==> src/rtl/cache_bus_pkg.sv <==
// Shared bus-side types for the L1 MESI controller and its snoop responder:
// bus ops, snoop results, responder states and the address-to-snoop model.
package cache_bus_pkg;

    typedef enum logic [1:0] {
        BUSRD   = 2'd0,
        BUSRDX  = 2'd1,
        BUSUPGR = 2'd2,
        FLUSH   = 2'd3
    } bus_op_t;

    typedef enum logic [1:0] {
        NOHIT = 2'd0,
        HIT   = 2'd1,
        HITM  = 2'd2
    } snoop_res_t;

    typedef enum logic [1:0] {
        IDLE  = 2'd0,
        SNOOP = 2'd1,
        WAIT  = 2'd2,
        DONE  = 2'd3
    } resp_state_t;

    // The modelled "other caches" answer purely from the low line-address bits.
    function automatic snoop_res_t snoop_of_addr(input logic [1:0] addr);
        snoop_res_t res;
        case (addr)
            2'b00:   res = HIT;
            2'b01:   res = HITM;
            default: res = NOHIT;
        endcase
        return res;
    endfunction

    // Latencies live in a 4-bit counter; zero would never expire, so it becomes 1.
    function automatic logic [3:0] clamp_lat(input int lat);
        logic [3:0] v;
        if (lat < 1)
            v = 4'd1;
        else if (lat > 15)
            v = 4'd15;
        else
            v = lat[3:0];
        return v;
    endfunction

endpackage

==> src/rtl/cache_resp_lat_cntr.sv <==
// Loadable 4-bit down-counter timing the responder's WAIT state.
// expire flags the last cycle of the loaded interval (value == 1).
module cache_resp_lat_cntr (
    input  logic       clk,
    input  logic       rst,
    input  logic       load,
    input  logic [3:0] load_val,
    input  logic       dec,
    output logic [3:0] value,
    output logic       expire
);

    logic [3:0] value_reg;

    always_ff @(posedge clk or posedge rst) begin
        if (rst) begin
            value_reg <= 4'd0;
        end else if (load) begin
            value_reg <= load_val;
        end else if (dec && (value_reg != 4'd0)) begin
            value_reg <= value_reg - 4'd1;
        end
    end

    assign value  = value_reg;
    assign expire = (value_reg == 4'd1);

endmodule

==> src/rtl/cache_snoop_responder.sv <==
// Bus endpoint for the L1 MESI controller: snoops, drives the shared (C) line
// and completes after a modelled latency. Optional statistics via CACHE_SNOOP_STATS_EN.
module cache_snoop_responder
    import cache_bus_pkg::*;
#(
    parameter int ADDR_W   = 32,
    parameter int MEM_LAT  = 4,
    parameter int HITM_LAT = 2,
    parameter int CNT_W    = 16
) (
    input  logic              clk,
    input  logic              rstb,
    input  logic              req_valid,
    input  logic [1:0]        req_op,
    input  logic [ADDR_W-1:0] req_addr,
    output logic              req_ready,
    output logic              snoop_valid,
    output logic [1:0]        snoop_res,
    output logic              c_out,
    output logic              done_valid,
    output logic [1:0]        done_op,
    output logic              busy
`ifdef CACHE_SNOOP_STATS_EN
    ,
    output logic [CNT_W-1:0]  busrd_cnt,
    output logic [CNT_W-1:0]  busrdx_cnt,
    output logic [CNT_W-1:0]  busupgr_cnt,
    output logic [CNT_W-1:0]  flush_cnt,
    output logic [CNT_W-1:0]  hitm_cnt
`endif
);

    localparam logic [3:0] MEM_LAT_C  = clamp_lat(MEM_LAT);
    localparam logic [3:0] HITM_LAT_C = clamp_lat(HITM_LAT);

    resp_state_t       state_reg;
    bus_op_t           op_reg;
    logic [ADDR_W-1:0] addr_reg;
    logic              req_ready_reg;
    logic              busy_reg;
    logic              snoop_valid_reg;
    snoop_res_t        snoop_res_reg;
    logic              c_out_reg;
    logic              done_valid_reg;
    bus_op_t           done_op_reg;

    bus_op_t    req_op_in;
    snoop_res_t req_res;
    snoop_res_t cap_res;
    logic       accept;

    assign req_op_in = bus_op_t'(req_op);
    assign req_res   = snoop_of_addr(req_addr[1:0]);
    assign cap_res   = snoop_of_addr(addr_reg[1:0]);
    assign accept    = req_valid && req_ready_reg;

    // Only the low bits steer the snoop model; the rest is kept as part of the captured request.
    logic unused_addr_bits;
    assign unused_addr_bits = ^addr_reg[ADDR_W-1:2];

    // Latency counter is loaded on the SNOOP cycle and counts down through WAIT.
    logic       cnt_load;
    logic [3:0] cnt_load_val;
    logic       cnt_dec;
    logic [3:0] cnt_value;
    logic       cnt_expire;

    assign cnt_load     = (state_reg == SNOOP) && (op_reg != BUSUPGR);
    assign cnt_load_val = ((op_reg != FLUSH) && (cap_res == HITM)) ? HITM_LAT_C : MEM_LAT_C;
    assign cnt_dec      = (state_reg == WAIT);

    cache_resp_lat_cntr u_lat_cntr (
        .clk      (clk),
        .rst      (rstb),
        .load     (cnt_load),
        .load_val (cnt_load_val),
        .dec      (cnt_dec),
        .value    (cnt_value),
        .expire   (cnt_expire)
    );

    logic unused_cnt_value;
    assign unused_cnt_value = ^cnt_value;

    always_ff @(posedge clk or posedge rstb) begin
        if (rstb) begin
            state_reg       <= IDLE;
            op_reg          <= BUSRD;
            addr_reg        <= '0;
            req_ready_reg   <= 1'b1;
            busy_reg        <= 1'b0;
            snoop_valid_reg <= 1'b0;
            snoop_res_reg   <= NOHIT;
            c_out_reg       <= 1'b0;
            done_valid_reg  <= 1'b0;
            done_op_reg     <= BUSRD;
        end else begin
            // Pulse outputs default back to zero every cycle.
            snoop_valid_reg <= 1'b0;
            snoop_res_reg   <= NOHIT;
            c_out_reg       <= 1'b0;
            done_valid_reg  <= 1'b0;
            done_op_reg     <= BUSRD;
            case (state_reg)
                IDLE: begin
                    if (accept) begin
                        op_reg        <= req_op_in;
                        addr_reg      <= req_addr;
                        state_reg     <= SNOOP;
                        req_ready_reg <= 1'b0;
                        busy_reg      <= 1'b1;
                        if (req_op_in != FLUSH) begin
                            snoop_valid_reg <= 1'b1;
                            snoop_res_reg   <= req_res;
                            c_out_reg       <= (req_res != NOHIT);
                        end
                    end
                end
                SNOOP: begin
                    if (op_reg == BUSUPGR) begin
                        state_reg      <= DONE;
                        done_valid_reg <= 1'b1;
                        done_op_reg    <= op_reg;
                    end else begin
                        state_reg <= WAIT;
                    end
                end
                WAIT: begin
                    if (cnt_expire) begin
                        state_reg      <= DONE;
                        done_valid_reg <= 1'b1;
                        done_op_reg    <= op_reg;
                    end
                end
                DONE: begin
                    state_reg     <= IDLE;
                    req_ready_reg <= 1'b1;
                    busy_reg      <= 1'b0;
                end
                default: begin
                    state_reg     <= IDLE;
                    req_ready_reg <= 1'b1;
                    busy_reg      <= 1'b0;
                end
            endcase
        end
    end

    assign req_ready   = req_ready_reg;
    assign busy        = busy_reg;
    assign snoop_valid = snoop_valid_reg;
    assign snoop_res   = snoop_res_reg;
    assign c_out       = c_out_reg;
    assign done_valid  = done_valid_reg;
    assign done_op     = done_op_reg;

`ifdef CACHE_SNOOP_STATS_EN
    logic [CNT_W-1:0] op_cnt [4];

    // One saturating completion counter per bus op, indexed by the op encoding.
    generate
        for (genvar gi = 0; gi < 4; gi++) begin : gen_op_cnt
            logic [CNT_W-1:0] cnt_reg;
            always_ff @(posedge clk or posedge rstb) begin
                if (rstb) begin
                    cnt_reg <= '0;
                end else if (done_valid_reg && (done_op_reg == 2'(gi)) && (cnt_reg != '1)) begin
                    cnt_reg <= cnt_reg + CNT_W'(1);
                end
            end
            assign op_cnt[gi] = cnt_reg;
        end
    endgenerate

    logic [CNT_W-1:0] hitm_cnt_reg;

    always_ff @(posedge clk or posedge rstb) begin
        if (rstb) begin
            hitm_cnt_reg <= '0;
        end else if (snoop_valid_reg && (snoop_res_reg == HITM) && (hitm_cnt_reg != '1)) begin
            hitm_cnt_reg <= hitm_cnt_reg + CNT_W'(1);
        end
    end

    assign busrd_cnt   = op_cnt[0];
    assign busrdx_cnt  = op_cnt[1];
    assign busupgr_cnt = op_cnt[2];
    assign flush_cnt   = op_cnt[3];
    assign hitm_cnt    = hitm_cnt_reg;
`endif

endmodule

==> config.mk <==
export PLATFORM = sky130hd
export DESIGN_NAME = cache_snoop_responder
export DESIGN_NICKNAME = d
export VERILOG_FILES = /design/src/rtl/cache_bus_pkg.sv /design/src/rtl/cache_resp_lat_cntr.sv /design/src/rtl/cache_snoop_responder.sv
export SDC_FILE = /design/constraint.sdc
export NUM_CORES = 1
export LEC_CHECK = 0
export CAP_MARGIN = 20
export CORE_ASPECT_RATIO = 0.8
export CORE_MARGIN = 2
export CORE_UTILIZATION = 36
export CTS_CLUSTER_DIAMETER = 100
export DETAILED_ROUTE_END_ITERATION = 12
export PLACE_DENSITY = 0.8
export SYNTH_ARGS = -nofsm -noshare
export SYNTH_HDL_FRONTEND = slang
export SYNTH_SLANG_ARGS = --single-unit
==> constraint.sdc <==
create_clock -name clk -period 2.2 [get_ports clk]
set_input_delay 0.55 -clock clk [delete_from_list [all_inputs] [get_ports clk]]
set_output_delay 0.55 -clock clk [all_outputs]
set_load 0.02 [all_outputs]
==> results_dict.tcl, run 1 <==
set metrics [dict create \
    outcome "finished, final reports clean" \
    synth_area_leader_cell "dfrtp_1" \
    hold_class "reg -> reg" \
    max_cap_violations 0 \
    clk_latency_ns 0.31 \
    yosys-top-cells-area "dfrtp_1 48%, ha_1 9.4%, mux2_2 6.0%, inv_1 4.0%, a21oi_1 3.8%" \
    cts_resized 0 \
    cpLargestDelayFamily "buffers and inverters" \
    viasPerCell 4.96 \
    grt_pass1_wl_mm 3.25 \
    finClkSkew_ns 0.00942 \
    totalPowerFinal_mw 1.47 \
    path_cells "clkdlybuf4s50_1" \
    r2r_cells 6 \
    relSlewSlack 0.756 \
    grt_overflow_total 0 \
    required_ns 1.65 \
    worst-path-stages 1 \
    use_met2 0.228 \
    dieWidth_um 60.9 \
    seq_area_frac_synth 0.511 \
    coreArea_mm2 0.00246 \
    syn_avg_cell_area_um2 11.2 \
    r2r_setup_slack_ns 0.40 \
    dp.final_hpwl_mm 1.33 \
    die_h_um 49.5 \
    place_area_mm2 0.00113 \
    grt_use_met1 0.193 \
    dr.pass1.iters 4 \
    ant_nets 0 \
    busiest_layer "met2" \
    wl_mm 1.82 \
    slowest_stage "clkdlybuf4s50_1" \
    cts_hold_buf 0 \
    cp_num_buf_inv 1 \
    rsz0062_at_grt "no" \
    io_buffers 15 \
    syn_inst 83 \
    synth_edf_count 0 \
    cp.arrival_ns 1.49 \
    final_nets 147 \
    drc_errors 0 \
    cts_made_buffers 3 \
    post_cts_buffers 0 \
    cellLeakagePower_nw 0.520 \
    endpoint_kind "output port" \
    vias 685 \
    async_reset_ff_frac 1.00 \
    path_max_fanout 4 \
    cts_buffer_depth 2 \
    start_util 0.379 \
    yosysMostFrequentCell "dfrtp_1" \
    die_area_mm2 0.00301 \
    syn-num-nets 127 \
    ys_types 31 \
    grt_max_degree 20 \
    row_count 16 \
    stdcell_area_mm2 0.00116 \
    synth_commonest_cells "18 x dfrtp_1, 10 x inv_1, 7 x a21oi_1, 7 x ha_1, 5 x mux2_2" \
    largest_register_ffs 4 \
    syn_area_um2 932 \
    worst_pin_slew_ns 0.364 \
    cts.sinks 19 \
    min_path_cells 1 \
    yosysWarnings 0 \
    cts-htree-levels 1 \
    hold_viol 0 \
    yosysTopAreaCellShare 0.483 \
    root_buffer "clkbuf_4" \
    synth_seq_cells 19 \
    top_level_ports 46 \
    fin_tns_setup_ns 0 \
    cpPeakStageDelay_ns 0.60 \
    finalSetupViolCount 0 \
    clkTransAtPathRegs_ns 0.12 \
    drive_gt1_frac 0.147 \
    post-route-min-period_ns 2.04 \
    finalCritPeriodShare 0.929 \
    synthToLayoutAreaGrowth_pct 24.7 \
    tritoncts "yes" \
    wl_per_cell_um 13.2 \
    cp-start-kind "register" \
    drtIter0Drc 13 \
    critical_path_class "reg -> out" \
    n_fill_cell 230 \
    final_max_slew_viol_count 0 \
    grt_util_all_layers 0.148 \
    synth_top_flop_cell "dfrtp_1" \
    antennaDiodeCount 0 \
    fmax_mhz 489 \
    antenna_found_initial 0 \
    fin_util 0.472 \
    grt_use_met3 0.0551 \
    globalplace.congestion 0.747 \
    peakVddDrop_v 0.000810 \
    powerDensity_mw_per_mm2 1270 \
    grt_pass1_vias 721 \
]
cells in the final DEF, fill, tap and decap left out, types with 2 or more instances in the layout:
cell type,instances
a22oi_1,2
clkbuf_4,3
nand3_1,2
a31oi_1,2
buf_4,2
ha_1,7
a21oi_1,7
nand2_1,4
dfrtp_1,18
inv_1,10
mux2_2,5
o21ai_0,2
nor3_1,2
and2_1,3
clkdlybuf4s50_1,15
power breakdown:
part           internal, mW  switching, mW
Combinational         0.338          0.353
Clock                0.0694          0.117
Sequential            0.482          0.112
area by class of cell:
| type | instances | area, µm² | share of cell area |
|---|---|---|---|
| Sequential cell | 19 | 477 | 0.410 |
| Clock inverter | 1 | 7.51 | 0.00646 |
| Multi-Input combinational cell | 52 | 408 | 0.351 |
| Inverter | 10 | 37.5 | 0.0323 |
| Clock buffer | 3 | 22.5 | 0.0194 |
| Timing Repair Buffer | 17 | 165 | 0.142 |
| Tap cell | 36 | 45.0 | 0.0388 |
stage by stage:
step	cells	hold slack, ns	setup slack (ns)
after floorplan	83	0.479	0.527
after global placement	134	0.491	0.290
after detailed placement	134	0.494	0.254
after CTS	138	0.524	0.144
after global routing	138	0.561	0.0930
final	138	0.524	0.157
logic make-up after synthesis:
kind of cell / count (synthesis) / synth area share
AOI/OAI and AO/OA: 20 / 0.148
adders and majority gates: 7 / 0.0940
buffers and inverters: 12 / 0.0510
DFF: 19 / 0.511
muxes: 5 / 0.0604
and+or+nand+nor: 20 / 0.136
layer usage:
layer | wire, µm | up-vias
met5 | 0 | -
met4 | 31 | 0
met3 | 66 | 7
met2 | 899 | 16
met1 | 820 | 332
li1 | - | 330
path summary, 6_finish.rpt:
kind                                      to          from
min in group asynchronous       state_reg[0]          rstb
worst max-delay path               req_ready     req_ready
worst min-delay path             addr_reg[0]   addr_reg[0]
max in group asynchronous          req_ready          rstb
worst min register to register   addr_reg[0]   addr_reg[0]
worst max register to register  snoop_res[0]  state_reg[0]
Power figures use the tool's default switching activity.
==> inputs of run 2 (changes only) <==
--- a/config.mk
+++ b/config.mk
@@ -5,7 +5,7 @@
 export SDC_FILE = /design/constraint.sdc
 export NUM_CORES = 1
 export LEC_CHECK = 0
-export CAP_MARGIN = 20
+export CAP_MARGIN = 40
 export CORE_ASPECT_RATIO = 0.8
 export CORE_MARGIN = 2
 export CORE_UTILIZATION = 36
==> results of run 2 <==
Final layout, timing and power as in run 1 (identical DEF).
